**config.mk**
```make
export PLATFORM = sky130hd
export DESIGN_NAME = vxc_row_writeback
export DESIGN_NICKNAME = d
export VERILOG_FILES = /design/src/rtl/vxc_row_writeback_pkg.sv /design/src/rtl/vxc_row_fifo.sv /design/src/rtl/vxc_row_writeback.sv
export SDC_FILE = /design/constraint.sdc
export NUM_CORES = 2
export LEC_CHECK = 0
export CORE_UTILIZATION = 50
export DETAILED_ROUTE_END_ITERATION = 6
export GPL_TIMING_DRIVEN = 1
export PLACE_DENSITY = 0.7
export SLEW_MARGIN = 20
export SYNTH_ARGS = -nofsm -noshare
export SYNTH_HDL_FRONTEND = slang
export SYNTH_SLANG_ARGS = --single-unit
```
**constraint.sdc**
```tcl
create_clock -name clk -period 15.66 [get_ports clk]
set_clock_uncertainty 0.15 [all_clocks]
set_input_delay 3.132 -clock clk [delete_from_list [all_inputs] [get_ports clk]]
set_output_delay 3.132 -clock clk [all_outputs]
set_load 0.02 [all_outputs]
```
**src/rtl/vxc_row_writeback_pkg.sv**
```systemverilog
// Shared vXc datapath constants and the row-writeback serializer state type.
// The add stage imports the same package so row geometry stays in one place.
package vxc_row_writeback_pkg;

  localparam int VXC_NI         = 8;
  localparam int VXC_ELEM_W     = 64;
  localparam int VXC_ROW_ADDR_W = 16;
  localparam int VXC_WB_DEPTH   = 4;

  typedef enum logic {
    WB_IDLE = 1'b0,
    WB_SEND = 1'b1
  } wb_state_e;

  // Width of one buffered entry: the row payload plus its destination index.
  function automatic int wb_entry_w(input int ni, input int ew, input int aw);
    return ni * ew + aw;
  endfunction

endpackage

```
**src/rtl/vxc_row_fifo.sv**
```systemverilog
// Circular buffer of whole row entries; head is read combinationally at rd_ptr.
// Pointers wrap naturally because DEPTH is a power of two.
module vxc_row_fifo #(
  parameter int W     = 64,
  parameter int DEPTH = 4
) (
  input  logic                     clk,
  input  logic                     reset,
  input  logic                     push_i,
  input  logic [W-1:0]             push_data_i,
  input  logic                     pop_i,
  output logic [W-1:0]             head_o,
  output logic                     full_o,
  output logic                     empty_o,
  output logic [$clog2(DEPTH):0]   count_o
);

  localparam int PW = $clog2(DEPTH);

  logic [W-1:0]  mem_q [DEPTH];
  logic [PW-1:0] wr_ptr_q, rd_ptr_q;
  logic [PW:0]   count_q;
  logic          push_ok, pop_ok;

  assign full_o  = (count_q == (PW+1)'(DEPTH));
  assign empty_o = (count_q == '0);
  assign push_ok = push_i && !full_o;
  assign pop_ok  = pop_i && !empty_o;
  assign head_o  = mem_q[rd_ptr_q];
  assign count_o = count_q;

  always_ff @(posedge clk) begin
    if (reset) begin
      wr_ptr_q <= '0;
      rd_ptr_q <= '0;
      count_q  <= '0;
    end else begin
      if (push_ok) wr_ptr_q <= wr_ptr_q + PW'(1);
      if (pop_ok)  rd_ptr_q <= rd_ptr_q + PW'(1);
      case ({push_ok, pop_ok})
        2'b10:   count_q <= count_q + (PW+1)'(1);
        2'b01:   count_q <= count_q - (PW+1)'(1);
        default: count_q <= count_q;
      endcase
    end
  end

  // Payload storage needs no reset; occupancy is tracked by the pointers.
  always_ff @(posedge clk) begin
    if (push_ok && !reset) mem_q[wr_ptr_q] <= push_data_i;
  end

endmodule

```
**src/rtl/vxc_row_writeback.sv**
```systemverilog
// Buffers vXc result rows and serializes each into per-element writes,
// MSB element first, addressed at row_addr*NI + k.
module vxc_row_writeback
  import vxc_row_writeback_pkg::*;
#(
  parameter int NI            = VXC_NI,
  parameter int element_width = VXC_ELEM_W,
  parameter int DEPTH         = VXC_WB_DEPTH,
  parameter int ADDR_W        = VXC_ROW_ADDR_W
) (
  input  logic                        clk,
  input  logic                        reset,
  input  logic                        in_valid,
  output logic                        in_ready,
  input  logic [element_width*NI-1:0] in_row,
  input  logic [ADDR_W-1:0]           in_row_addr,
  output logic                        out_valid,
  input  logic                        out_ready,
  output logic [element_width-1:0]    out_data,
  output logic [ADDR_W-1:0]           out_addr,
  output logic                        out_last,
  output logic [$clog2(DEPTH):0]      count,
  output logic                        overflow
);

  localparam int RW = NI * element_width;
  localparam int EW = wb_entry_w(NI, element_width, ADDR_W);
  localparam int KW = (NI > 1) ? $clog2(NI) : 1;
  localparam int CW = $clog2(DEPTH) + 1;

  wb_state_e        state_q;
  logic [KW-1:0]    k_q;
  logic             overflow_q;

  logic [EW-1:0]    head;
  logic [RW-1:0]    head_row;
  logic [ADDR_W-1:0] head_addr;
  logic [CW-1:0]    occ;
  logic             full, empty, push, pop, fire, last_k;
  logic [NI-1:0][element_width-1:0] elems;

  assign {head_row, head_addr} = head;

  assign in_ready = !full;
  assign push     = in_valid && !full && !reset;
  assign fire     = out_valid && out_ready;
  assign last_k   = (k_q == KW'(NI - 1));
  assign pop      = fire && last_k;

  vxc_row_fifo #(
    .W     (EW),
    .DEPTH (DEPTH)
  ) u_fifo (
    .clk         (clk),
    .reset       (reset),
    .push_i      (push),
    .push_data_i ({in_row, in_row_addr}),
    .pop_i       (pop),
    .head_o      (head),
    .full_o      (full),
    .empty_o     (empty),
    .count_o     (occ)
  );

  // elems[k] is the k-th element to leave, taken from the MSB end of the row.
  for (genvar i = 0; i < NI; i++) begin : g_elem
    assign elems[i] = head_row[element_width*(NI-i)-1 -: element_width];
  end

  // Transition decisions fold in this cycle's push/pop so a row landing in an
  // empty buffer is presented right after its push edge, and rows chain without
  // a bubble.
  always_ff @(posedge clk) begin
    if (reset) begin
      state_q    <= WB_IDLE;
      k_q        <= '0;
      overflow_q <= 1'b0;
    end else begin
      if (in_valid && !in_ready) overflow_q <= 1'b1;
      case (state_q)
        WB_IDLE: begin
          k_q <= '0;
          if (push || !empty) state_q <= WB_SEND;
        end
        WB_SEND: begin
          if (fire) begin
            if (last_k) begin
              k_q <= '0;
              if (!(occ > CW'(1) || push)) state_q <= WB_IDLE;
            end else begin
              k_q <= k_q + KW'(1);
            end
          end
        end
        default: begin
          state_q <= WB_IDLE;
          k_q     <= '0;
        end
      endcase
    end
  end

  assign out_valid = (state_q == WB_SEND);
  assign out_data  = out_valid ? elems[k_q] : '0;
  assign out_addr  = out_valid ? ADDR_W'(head_addr * ADDR_W'(NI)) + ADDR_W'(k_q) : '0;
  assign out_last  = out_valid && last_k;
  assign count     = occ;
  assign overflow  = overflow_q;

endmodule

```
==> flow_summary.yaml <==
run_status:
  outcome: "finished, final reports clean"
drt:
  antenna_left: 0
  initialDrtViolationCount: 3245
  drt_pass1_iterations: 5
  routed_via_density: 5.844
  totalWireLength_um: 185100
  routedWlPerCell_um: 27.76
  vias: 38982
  drc_errors: 0
sta:
  worst_pin_slew_ns: 1.206
  fin_ws_ns: 6.567
  worst_hold_slack_ns: 0.3533
  slew_headroom: 0.1957
  rsz0062_at_grt: "false"
  fmaxAchievable_ghz: 0.1100
  hold_violations: 0
  final_max_slew_viol_count: 0
  setup-tns-final_ns: 0
  finalCritPeriodShare: 0.5807
  final.min_clock_period_ns: 9.093
  finalSetupViolCount: 0
critical_path:
  worstSetupEndpointType: "output port"
  critPathMaxFanout: 79
  r2r_cells: 9
  path_class: "flop to output port"
  cp.required_ns: 12.38
  r2r_slack_ns: 10.75
  critPathLaunchType: "flop"
  critPathMostFrequentCell: "buf_4"
  cp_slowest_cell: "dfxtp_4"
  crit_arrival_ns: 5.81
  path_cells: "buf_12 -> buf_4 -> buf_4 -> mux4_2 -> mux2_2 -> o22ai_1 -> nor3_1 -> clkdlybuf4s50_1"
  critPathMaxStageDelay_ns: 0.93
clock_tree:
  post_cts_buffers: 0
  cts-root-buf: "clkbuf_16"
  postCtsHoldBufs: 0
  cts_tree: "built"
  cts_buffers: 205
  clockBufferDepth: 3
  cts.htree.levels: 4
  worst_skew_pair.late_latency_ns: 0.82
  clkTransAtPathRegs_ns: 0.06
  ctsResizeCount: 0
  clock-sinks: 2114
synth:
  ys_async_sr_fraction: 0
  yosysSeqAreaShare: 0.7862
  syn_avg_cell_area_um2: 22.13
  ys_types: 45
  netlist_area_um2: 80560
  ys_ff_latch: 2114
  synthFlopType: "edfxtp_1"
  synthCells: 3641
  syn-num-nets: 4183
  synth_edf_count: 2100
  ys_warn_count: 0
power_and_ir_drop:
  p_leak_nw: 28.90
  p_per_area_nw_per_um2: 121.8
  ir_worst_vdd_mv: 0.1102
floorplanning:
  die_area_um2: 162700
  io-pin-count: 619
  core_um2: 159100
  initial_core_util: 0.5063
  num_rows: 146
  die_w_um: 403.4
  die_h_um: 403.4
grt:
  grt_overflow: 0
  grt_pass1_wl_um: 268100
  grt_max_degree: 145
  grt_usage: 0.2264
  grt_antenna_before_repair: 82
  grt_pass1_vias: 39806
layout:
  area_growth_pct: 18.56
  nNetsFinal: 4867
  drive_above_1_share: 0.1790
  postLayoutCoreUtil: 0.6003
  fin_cells: 6670
hold_path:
  hold_path.class: "flop to flop"
  min_path_cells: 2
place:
  pre_cts_slack_ns: 7.186
  port_buffers: 615
  gp_congestion: 0.7637
  dp_hpwl_um: 108800
  place_inst: 6264
job:
  cap_violations: 0
-- where the power goes --
part | switching, mW | leakage, nW | internal [mW] | total, mW
Sequential | 0.0312 | 19.2 | 6.39 | 6.42
Clock | 2.06 | 3.16 | 2.64 | 4.70
Combinational | 0.275 | 6.55 | 0.236 | 0.511
Total | 2.36 | 28.9 | 9.27 | 11.6
-- cell usage after synthesis (14+ instances only) --
| library cell | instances | area share |
|---|---|---|
| a221oi_1 | 63 | 0.0068 |
| a22oi_1 | 128 | 0.012 |
| and2_1 | 20 | 0.0016 |
| buf_2 | 75 | 0.0047 |
| buf_4 | 33 | 0.0031 |
| buf_6 | 16 | 0.0022 |
| clkbuf_1 | 69 | 0.0032 |
| dfxtp_1 | 14 | 0.0035 |
| edfxtp_1 | 2100 | 0.78 |
| mux2_2 | 24 | 0.0034 |
| mux2_4 | 39 | 0.0073 |
| mux2i_1 | 386 | 0.048 |
| mux4_2 | 333 | 0.093 |
| nand3_1 | 65 | 0.0040 |
| nor2_1 | 14 | 0.00065 |
| nor3_1 | 65 | 0.0040 |
| o22ai_1 | 80 | 0.0062 |
| o22ai_2 | 47 | 0.0073 |
-- kinds of logic (layout without fill, tap and decap cells) --
group	after synthesis	in the layout	share of synthesized area
DFF	2114	2114	0.7862
muxes	782	782	0.1517
AOI/OAI and AO/OA	330	330	0.03322
buffers and inverters	211	1067	0.01412
and+or+nand+nor	189	189	0.01266
adders and majority gates	10	10	0.001553
xor gates and xnor gates	5	5	0.0005437
other	0	27	0
-- per-layer routing --
| layer | routed length [um] | global-route usage |
|---|---|---|
| met5 | 640 | 0 |
| met4 | 3983 | 0.06777 |
| met3 | 15270 | 0.06370 |
| met2 | 90980 | 0.3630 |
| met1 | 74260 | 0.3029 |
-- layout make-up --
class                           instances  area [um^2]
Fill cell                           11194        63600
Clock buffer                          257         5439
Clock inverter                        122         1021
Multi-Input combinational cell       1316        16160
Tap cell                             2146         2685
Sequential cell                      2114        63350
Inverter                                8        35.03
Timing Repair Buffer                  680         6756
Antenna cell                           27        67.56
-- critical path: cells and delay by family (launching register included) --
family / cells / cell delay [ns]
buffers and inverters: 4 / 2.49
AND/OR/NAND/NOR: 1 / 0.12
AO/OA/AOI/OAI: 1 / 0.15
multiplexers: 2 / 0.93
flip-flops: 1 / 0.93
-- through the flow --
stage / power [mW] / instance area (um^2)
CTS: 11.73 / 95440
global route: 11.98 / 95490
detailed placement: 7.051 / 88980
floorplan: 6.774 / 80570
finish: 11.63 / 95510
global placement: 7.031 / 88980
-- cell usage in the layout, fill, tap and decap left out, types with 4 or more instances in the layout --
cell type           n
clkinv_16           5
clkinv_2           37
clkinv_1           56
a21oi_1             5
o22ai_2            47
diode_2            27
inv_6               6
mux2_4             39
and2_4              4
mux4_2            333
nand2_1             5
mux2_2             24
buf_4              56
nor2_1             14
ha_1               10
mux2i_1           386
and2_1             16
nor3_1             65
clkbuf_1           44
inv_1               6
buf_12              9
o22ai_1            80
bufinv_16          11
nand3_1            65
clkdlybuf4s50_1   615
a22oi_1           128
a221oi_1           63
clkbuf_8            5
dfxtp_1            12
edfxtp_1         2100
clkbuf_16         208
-- path summary, 6_finish.rpt --
check,start,end
setup / recovery,flop,out_data[41]
hold / removal,overflow$_SDFFE_PP0P_,overflow$_SDFFE_PP0P_
setup reg to reg,u_fifo.count_o[0]$_SDFFE_PP0P_,u_fifo.mem_q[1][446]$_DFFE_PP_
hold reg to reg,overflow$_SDFFE_PP0P_,overflow$_SDFFE_PP0P_
-- registers in the layout, summed over array words and instances, names as in the netlist, named ones only --
register / flops
u_fifo.wr_ptr_q: 2
u_fifo.rd_ptr_q: 2
out_valid: 1
k_q: 3
overflow: 1
u_fifo.count_o: 3
u_fifo.mem_q: 2100
(Power assumes the default switching activity.)
